===== src/rtl/alu_seq_if.sv =====
// Request/response bundle for the execute-stage ALU.
// The master drives operands, the slave returns the result.
interface alu_seq_if #(
  parameter int WIDTH = 32
);
  logic             valid_i;
  logic             ready_o;
  logic [3:0]       ctrl_i;
  logic [WIDTH-1:0] src1_i;
  logic [WIDTH-1:0] src2_i;
  logic             valid_o;
  logic [WIDTH-1:0] result_o;
  logic             zero_o;
  logic             overflow_o;
  logic             illegal_o;

  modport master (
    output valid_i, ctrl_i, src1_i, src2_i,
    input  ready_o, valid_o, result_o,
    input  zero_o, overflow_o, illegal_o
  );

  modport slave (
    input  valid_i, ctrl_i, src1_i, src2_i,
    output ready_o, valid_o, result_o,
    output zero_o, overflow_o, illegal_o
  );
endinterface


===== src/rtl/alu_seq.sv =====
// Registered, handshaked execute-stage ALU.
// Single-cycle logic/arith ops plus an iterative shift-add MUL.
module alu_seq #(
  parameter int WIDTH = 32,
  parameter int CNT_W = 6
) (
  input  logic        clk_i,
  input  logic        rst_i,
  alu_seq_if.slave    bus
);

  localparam logic [1:0] IDLE = 2'd0;
  localparam logic [1:0] MUL  = 2'd1;
  localparam logic [1:0] DONE = 2'd2;

  localparam logic [3:0] OP_AND = 4'd0;
  localparam logic [3:0] OP_OR  = 4'd1;
  localparam logic [3:0] OP_ADD = 4'd2;
  localparam logic [3:0] OP_SUB = 4'd6;
  localparam logic [3:0] OP_SLT = 4'd7;
  localparam logic [3:0] OP_MUL = 4'd8;
  localparam logic [3:0] OP_NOR = 4'd12;

  localparam logic [CNT_W-1:0] LAST = CNT_W'(WIDTH - 1);

  logic [1:0]       state;
  logic [CNT_W-1:0] cnt;
  logic [WIDTH-1:0] acc;
  logic [WIDTH-1:0] mcand;
  logic [WIDTH-1:0] mplier;
  logic [WIDTH-1:0] acc_nxt;

  logic [WIDTH-1:0] a;
  logic [WIDTH-1:0] b;
  logic [WIDTH-1:0] sum;
  logic [WIDTH-1:0] diff;
  logic [WIDTH-1:0] r;
  logic             ov;
  logic             ill;

  assign a    = bus.src1_i;
  assign b    = bus.src2_i;
  assign sum  = a + b;
  assign diff = a - b;

  assign acc_nxt = mplier[0] ? acc + mcand : acc;

  always_comb begin
    r   = '0;
    ov  = 1'b0;
    ill = 1'b0;
    unique case (1'b1)
      (bus.ctrl_i == OP_AND): r = a & b;
      (bus.ctrl_i == OP_OR):  r = a | b;
      (bus.ctrl_i == OP_ADD): begin
        r  = sum;
        ov = (a[WIDTH-1] == b[WIDTH-1]) &&
             (sum[WIDTH-1] != a[WIDTH-1]);
      end
      (bus.ctrl_i == OP_SUB): begin
        r  = diff;
        ov = (a[WIDTH-1] != b[WIDTH-1]) &&
             (diff[WIDTH-1] != a[WIDTH-1]);
      end
      // signed compare, immune to a-b overflow
      (bus.ctrl_i == OP_SLT):
        r = {{(WIDTH-1){1'b0}}, $signed(a) < $signed(b)};
      (bus.ctrl_i == OP_NOR): r = ~(a | b);
      (bus.ctrl_i == OP_MUL): r = '0;
      default:                ill = 1'b1;
    endcase
  end

  assign bus.ready_o = (state == IDLE);
  assign bus.valid_o = (state == DONE);

  always_ff @(posedge clk_i) begin
    if (rst_i) begin
      state          <= IDLE;
      cnt            <= '0;
      acc            <= '0;
      mcand          <= '0;
      mplier         <= '0;
      bus.result_o   <= '0;
      bus.zero_o     <= 1'b0;
      bus.overflow_o <= 1'b0;
      bus.illegal_o  <= 1'b0;
    end else begin
      case (state)
        IDLE: begin
          if (bus.valid_i) begin
            if (bus.ctrl_i == OP_MUL) begin
              mcand  <= a;
              mplier <= b;
              acc    <= '0;
              cnt    <= '0;
              state  <= MUL;
            end else begin
              bus.result_o   <= r;
              bus.zero_o     <= (r == '0);
              bus.overflow_o <= ov;
              bus.illegal_o  <= ill;
              state          <= DONE;
            end
          end
        end
        MUL: begin
          acc    <= acc_nxt;
          mcand  <= mcand << 1;
          mplier <= mplier >> 1;
          cnt    <= cnt + 1'b1;
          if (cnt == LAST) begin
            bus.result_o   <= acc_nxt;
            bus.zero_o     <= (acc_nxt == '0);
            bus.overflow_o <= 1'b0;
            bus.illegal_o  <= 1'b0;
            state          <= DONE;
          end
        end
        DONE:    state <= IDLE;
        default: state <= IDLE;
      endcase
    end
  end

endmodule

===== src/flat_wrapper.sv =====
// flat-port wrapper written by rule: the top's interface ports become plain ports
module alu_seq_flat 
#(
  parameter int WIDTH = 32,
  parameter int CNT_W = 6
)
  (clk_i, rst_i, bus_valid_i, bus_ctrl_i, bus_src1_i, bus_src2_i, bus_ready_o, bus_valid_o, bus_result_o, bus_zero_o, bus_overflow_o, bus_illegal_o);
  alu_seq_if #(.WIDTH(WIDTH)) bus_i ();
  input  logic clk_i;
  input  logic rst_i;
  input wire logic [$bits(bus_i.valid_i)-1:0] bus_valid_i;
  input wire logic [$bits(bus_i.ctrl_i)-1:0] bus_ctrl_i;
  input wire logic [$bits(bus_i.src1_i)-1:0] bus_src1_i;
  input wire logic [$bits(bus_i.src2_i)-1:0] bus_src2_i;
  output wire logic [$bits(bus_i.ready_o)-1:0] bus_ready_o;
  output wire logic [$bits(bus_i.valid_o)-1:0] bus_valid_o;
  output wire logic [$bits(bus_i.result_o)-1:0] bus_result_o;
  output wire logic [$bits(bus_i.zero_o)-1:0] bus_zero_o;
  output wire logic [$bits(bus_i.overflow_o)-1:0] bus_overflow_o;
  output wire logic [$bits(bus_i.illegal_o)-1:0] bus_illegal_o;
  assign bus_i.valid_i = bus_valid_i;
  assign bus_i.ctrl_i = bus_ctrl_i;
  assign bus_i.src1_i = bus_src1_i;
  assign bus_i.src2_i = bus_src2_i;
  assign bus_ready_o = bus_i.ready_o;
  assign bus_valid_o = bus_i.valid_o;
  assign bus_result_o = bus_i.result_o;
  assign bus_zero_o = bus_i.zero_o;
  assign bus_overflow_o = bus_i.overflow_o;
  assign bus_illegal_o = bus_i.illegal_o;
  alu_seq #(.WIDTH(WIDTH), .CNT_W(CNT_W)) u_core (.clk_i(clk_i), .rst_i(rst_i), .bus(bus_i));
endmodule

===== config.mk =====
export PLATFORM = sky130hd
export DESIGN_NAME = alu_seq_flat
export DESIGN_NICKNAME = d
export VERILOG_FILES = /design/src/rtl/alu_seq_if.sv /design/src/rtl/alu_seq.sv /design/src/flat_wrapper.sv
export SDC_FILE = /design/constraint.sdc
export NUM_CORES = 1
export LEC_CHECK = 0
export CORE_MARGIN = 4
export CORE_UTILIZATION = 46
export CTS_CLUSTER_DIAMETER = 60
export DETAILED_ROUTE_END_ITERATION = 7
export GPL_ROUTABILITY_DRIVEN = 0
export PLACE_DENSITY_LB_ADDON = 0.1
export SLEW_MARGIN = 20
export SYNTH_ARGS = -nofsm -noshare
export SYNTH_HDL_FRONTEND = slang
export SYNTH_SLANG_ARGS = --single-unit

===== constraint.sdc =====
create_clock -name clk_i -period 5 [get_ports clk_i]
set_input_delay 1 -clock clk_i [delete_from_list [all_inputs] [get_ports clk_i]]
set_output_delay 1 -clock clk_i [all_outputs]
set_load 0.01 [all_outputs]

; ---- Yosys cells after proc, flatten, opt, wreduce, memory -nomap -nowiden
; Cells that the tools add are included.
[op_classes]
addsub = 4
eq_ne = 17
n_reduce_logical = 11
n_mul = 0
div_mod_pow = 0
shifts = 0
n_bitwise = 3
n_mux = 35
n_lt_le_gt_ge = 1
[op_table]
columns = op, n
row1 = two-way mux 32 bit, 10
row2 = one-hot mux 32 bit (2 select lines), 4
row3 = one-hot mux 32 bit (6 select lines), 1
row4 = adder 32 bit, 2
row5 = zero test 32 bit, 2
row6 = AND 32 bit, 1
row7 = < comparator 32 bit, 1
row8 = NOT 32 bit, 1
row9 = bitwise OR 32 bit, 1
row10 = subtractor 32 bit, 1
row11 = two-way mux 6 bit, 2
row12 = one-hot mux 6 bit (2 select lines), 1
row13 = two-way mux 1 bit, 9
row14 = "equality test 4 x 3 -> 1 bit, second input constant", 2
row15 = "equality test 4 bit, second input constant", 2
row16 = one-hot mux 1 bit (2 select lines), 4
row17 = "adder 6 x 1 -> 6 bit, second input constant", 1
row18 = "equality test 6 x 5 -> 1 bit, second input constant", 1
row19 = two-way mux 2 bit, 3
row20 = OR reduction 6 bit, 1
row21 = "equality test 4 x 1 -> 1 bit, second input constant", 1
row22 = "equality test 4 x 2 -> 1 bit, second input constant", 1
row23 = zero test 4 bit, 1
row24 = "!= test 2 x 1 -> 1 bit, second input constant", 2
row25 = other kinds (12), 16
[word_totals]
memories = 0
inputBits = 71
romBits = 0
ramBits = 0
out_inout_bits = 37
elab_cells = 80
reg_bits = 139
latch_bits = 0

; ---- Depth between registers and ports, before layout
[logic_depth]
ltp_word = 7
ltp_mapped = 15
ltp_nobuf = 15

; ---- Worst setup path before layout
; Ideal clock, no wire load.
[synth_path]
kind = input-to-reg
from = input port bus_src2_i[0]
to = register u_core.bus.zero_o
n_path_buf = 0
path_stages = 15
path_slack_ns = 1.005
t_required_ns = 4.941
setup_ns = 0.059
arrival_ns = 3.936
cell_sequence = ha_1 > inv_1 > fa_1 > nand2b_1 > a211oi_2 > o21ai_0 > a31oi_1 > nor2_1 > a221o_1 > o31ai_1 > nor4b_1 > nand4_1 > or4_1 > o31ai_1 > a31o_1
[synth_via]
elab_chain_cells = 7
word_cells_on_any_way = 11
cone_classes = add/sub (2) / order compare (1) / mux (4) / bitwise (3) / reduce/logical (1)
[synth_lines]
columns = element, line_no
row1 = start: declaration, flat_wrapper.sv:14  ; input wire logic [$bits(bus_i.src2_i)-1:0] bus_src2_i;
row2 = branches (longest 2 deep; another with subtractor 32 bit), n/a
row3 = one-hot mux 32 bit (6 select lines) *, alu_seq.sv:52  ; unique case (1'b1)
row4 = zero test 32 bit *, alu_seq.sv:100  ; bus.zero_o <= (r == '0);
row5 = two-way mux 1 bit *, alu_seq.sv:92  ; if (bus.ctrl_i == OP_MUL) begin
row6 = two-way mux 1 bit *, alu_seq.sv:91  ; if (bus.valid_i) begin
row7 = one-hot mux 1 bit (2 select lines) *, alu_seq.sv:89  ; case (state)
row8 = end signal: assignment, alu_seq.sv:100
row9 = end signal: assignment, alu_seq.sv:114  ; bus.zero_o <= (acc_nxt == '0);
row10 = end: declaration, alu_seq_if.sv:26  ; output zero_o, overflow_o, illegal_o
; Mark *: on every way between the ends. The select of a mux whose other input is x is not followed.
; A chain may end at the register's enable or synchronous reset.

; ---- Final worst setup path
[layout_path]
from = input port bus_src2_i[8]
to = register u_core.bus.zero_o
; Same word-level chain as after synthesis.

==> metrics.txt <==
status=finished, final reports clean; Total Wirelength=48700 um; drc violations=0; Post-CTS Hold Buffers=0; WS Path Type=in2reg; critical path depth in cells=15; HPWL Detailed=36600 um; Syn. warnings=0; Hold Path Class=reg2reg; core area=0.0289 sq mm; power density over the cells=227 mW/mm^2; hold_ws=447 ps; Synth top cells by count=257 x nand2_1, 233 x nor2_1, 166 x a21oi_1; Reg2Reg Setup Slack=800 ps; Post-Syn Nets=2097; Max VDD drop=0.000196 V; multi-input logic area=0.00989 sq mm; post-synthesis cell type count=92; Fin Setup TNS=0 ps; first-pass GRT wire length=76300 um; FILL cells=2799; die area=0.0322 sq mm; most frequent CP cell=o31ai_1; worst-path maximum fanout=8; Critical Path Sink Type=register; clock buffer depth=2; Synth Flop Type=dfxtp_1; Slew Limit Fails=0; boundary pin count=108; Die H=180 um; Req. time, crit path=5330 ps; FF/Latch Area=0.00278 sq mm; crit path capture=u_core.bus.zero_o; FF-to-FF path depth=15; First-pass DRT Iterations=6; critical path launch point type=input port; Rows=62; Tot Pwr=3690 uW; Buf/Inv on CP=3; slowest CP cell=o31ai_1; most frequent cell after synthesis=nand2_1; Crit path largest cell delay=760 ps; total grt overflow=0; Vias=15.1k; post-placement cell count=2384; gr usage total=28.5%; syn avg cell area=7.19 sq um; Synth area leader=dfxtp_1; Via density=6.24; post-cts gate resize count=0; Layout area overhead=20.3%; Inserted Clock Buffers=17; CP Data Arrival Time=5030 ps; Reg2Reg Capture Point=u_core.bus.zero_o; CTS tree=built; max-cap violation count=0; period utilization=94.1%; Fmax=213 MHz; ANT cells=0; post-synthesis sequential area ratio=20.6%; antenna-violating nets left=0; CP delay by family, top=compound AO/OA/AOI/OAI gates; largest net degree at the start of global routing=70; H-tree depth=4; Worst Tran Pin Value=982 ps; fin crit period=4710 ps; Routed WL per cell=20.1 um; final number of setup-violating endpoints=0; post-synthesis register bit count=139; worst path cell trace=clkdlybuf4s50_1 -> inv_1 -> ha_1 -> nand3_1 -> or4_1 -> o21ai_2 -> nor2_1 -> o31ai_1 -> a41o_1 -> mux2i_1 -> o21ai_0 -> buf_4 -> or2_1 -> o31ai_1 -> a31o_1; Non-Filler Instances=2416; input/output buffers=107; number of enable flip-flop cells after synthesis=0; Root Driver=clkbuf_16; die width=180 um; initial antenna violation count=0; layout cells sized above 1=10.8%; final number of hold-violating endpoints=0; mapped cell area=0.0135 sq mm; Worst-path clk slew=70 ps; Critical Path Start=bus_src2_i[8]; share of the synthesized area in the top cell type=20.6%; Leak=0.00679 uW; clock sink total=139; Worst Skew=12.4 ps; Synth async-reset ratio=0%; DRT iter0 DRCs=1752; vias in the first global route=14.0k; Worst-Skew Late Latency=440 ps; Cells after Synth=1883; Slew headroom=34.4%; setup bufs post-CTS=0; top cells by area, synth=dfxtp_1 21%, ha_1 13%, nand2_1 7.1%; starting density of the core=46.9%; Total Nets Final=2233; Critical R2R Launch=u_core.mcand[0]
==> sequential cells by signal (all words and copies together), names as in the netlist <==
signal,count
u_core.state,2
u_core.bus.illegal_o,1
u_core.mplier,32
u_core.mcand,32
u_core.acc,32
u_core.bus.result_o,32
u_core.bus.zero_o,1
u_core.bus.overflow_o,1
u_core.cnt,6
==> through the flow <==
stage / worst slack (ps) / instance area (sq um) / util (%)
floorplan: 1000 / 13500 / -
global placement: -127 / 15700 / 54.3
detailed placement: -89.9 / 15700 / 54.3
CTS: 338 / 16300 / 56.4
global route: -16.1 / 16300 / 56.4
finish: 294 / 16300 / 56.4
==> cells by family after synthesis <==
| group | synth area share [%] |
|---|---|
| buffers and inverters | 6.82 |
| multiplexers | 2.55 |
| flip-flops | 20.6 |
| AND/OR/NAND/NOR | 22.4 |
| adder cells (fa/ha/maj) | 13.4 |
| AO/OA/AOI/OAI | 32.0 |
| XOR/XNOR | 2.20 |
==> cells in the final DEF, fill, tap and decap left out, types with 19 or more instances in the layout <==
master | synthesis | final
inv_1 | 104 | 104
nand3_1 | 23 | 23
nor2_1 | 233 | 231
o22ai_1 | 25 | 25
ha_1 | 140 | 140
a311oi_1 | 64 | 64
nor3_1 | 36 | 36
clkdlybuf4s50_1 | 0 | 106
a21o_1 | 33 | 33
buf_4 | 6 | 136
a211oi_1 | 33 | 33
nand2_1 | 257 | 257
a22oi_1 | 41 | 41
o21ai_0 | 74 | 74
o211ai_1 | 19 | 19
mux2i_1 | 24 | 24
nand4_1 | 19 | 19
dfxtp_1 | 139 | 139
a21oi_1 | 166 | 165
==> report_power, final <==
| part | leakage, uW | total, uW | switching, uW | internal [uW] |
|---|---|---|---|---|
| Sequential | 0.00113 | 1170 | 25.3 | 1150 |
| Clock | 0.000296 | 1370 | 560 | 806 |
| Combinational | 0.00537 | 1160 | 684 | 473 |
==> metal layers <==
metal | vias to the layer above | GRT usage (%) | routed length [um]
met2 | 775 | 44.3 | 21200
li1 | 7127 | - | -
met1 | 7051 | 40.4 | 21700
met3 | 124 | 5.23 | 4360
met4 | 0 | 8.53 | 1370
met5 | - | 0 | 0
==> tightest hold or removal path, delay by kind of cell, from the launching register on <==
family | cells | cell delay, ps
AO/OA/AOI/OAI | 1 | 50
flip-flops | 1 | 310
AND/OR/NAND/NOR | 1 | 50
==> worst min-delay path by stage <==
stage,startpoint,end,slack (ps),cells after the start
floorplan,u_core.acc[0],u_core.acc[0],450,2
global placement,u_core.bus.result_o[23],u_core.bus.result_o[23],440,2
detailed placement,u_core.bus.result_o[23],u_core.bus.result_o[23],440,2
CTS,u_core.bus.result_o[23],u_core.bus.result_o[23],450,2
global route,u_core.bus.result_o[23],u_core.bus.result_o[23],470,2
finish,u_core.bus.result_o[23],u_core.bus.result_o[23],450,2
==> area by class of cell <==
cell class | instances | area share (%)
inverters | 108 | 2.49
clock inverters | 12 | 0.983
clock buffers | 20 | 2.74
multi-input cells | 1509 | 60.7
well taps | 384 | 2.95
repair buffers | 244 | 13.0
flip-flops and latches | 139 | 17.1
No activity file was read; power rests on OpenSTA's default activity.
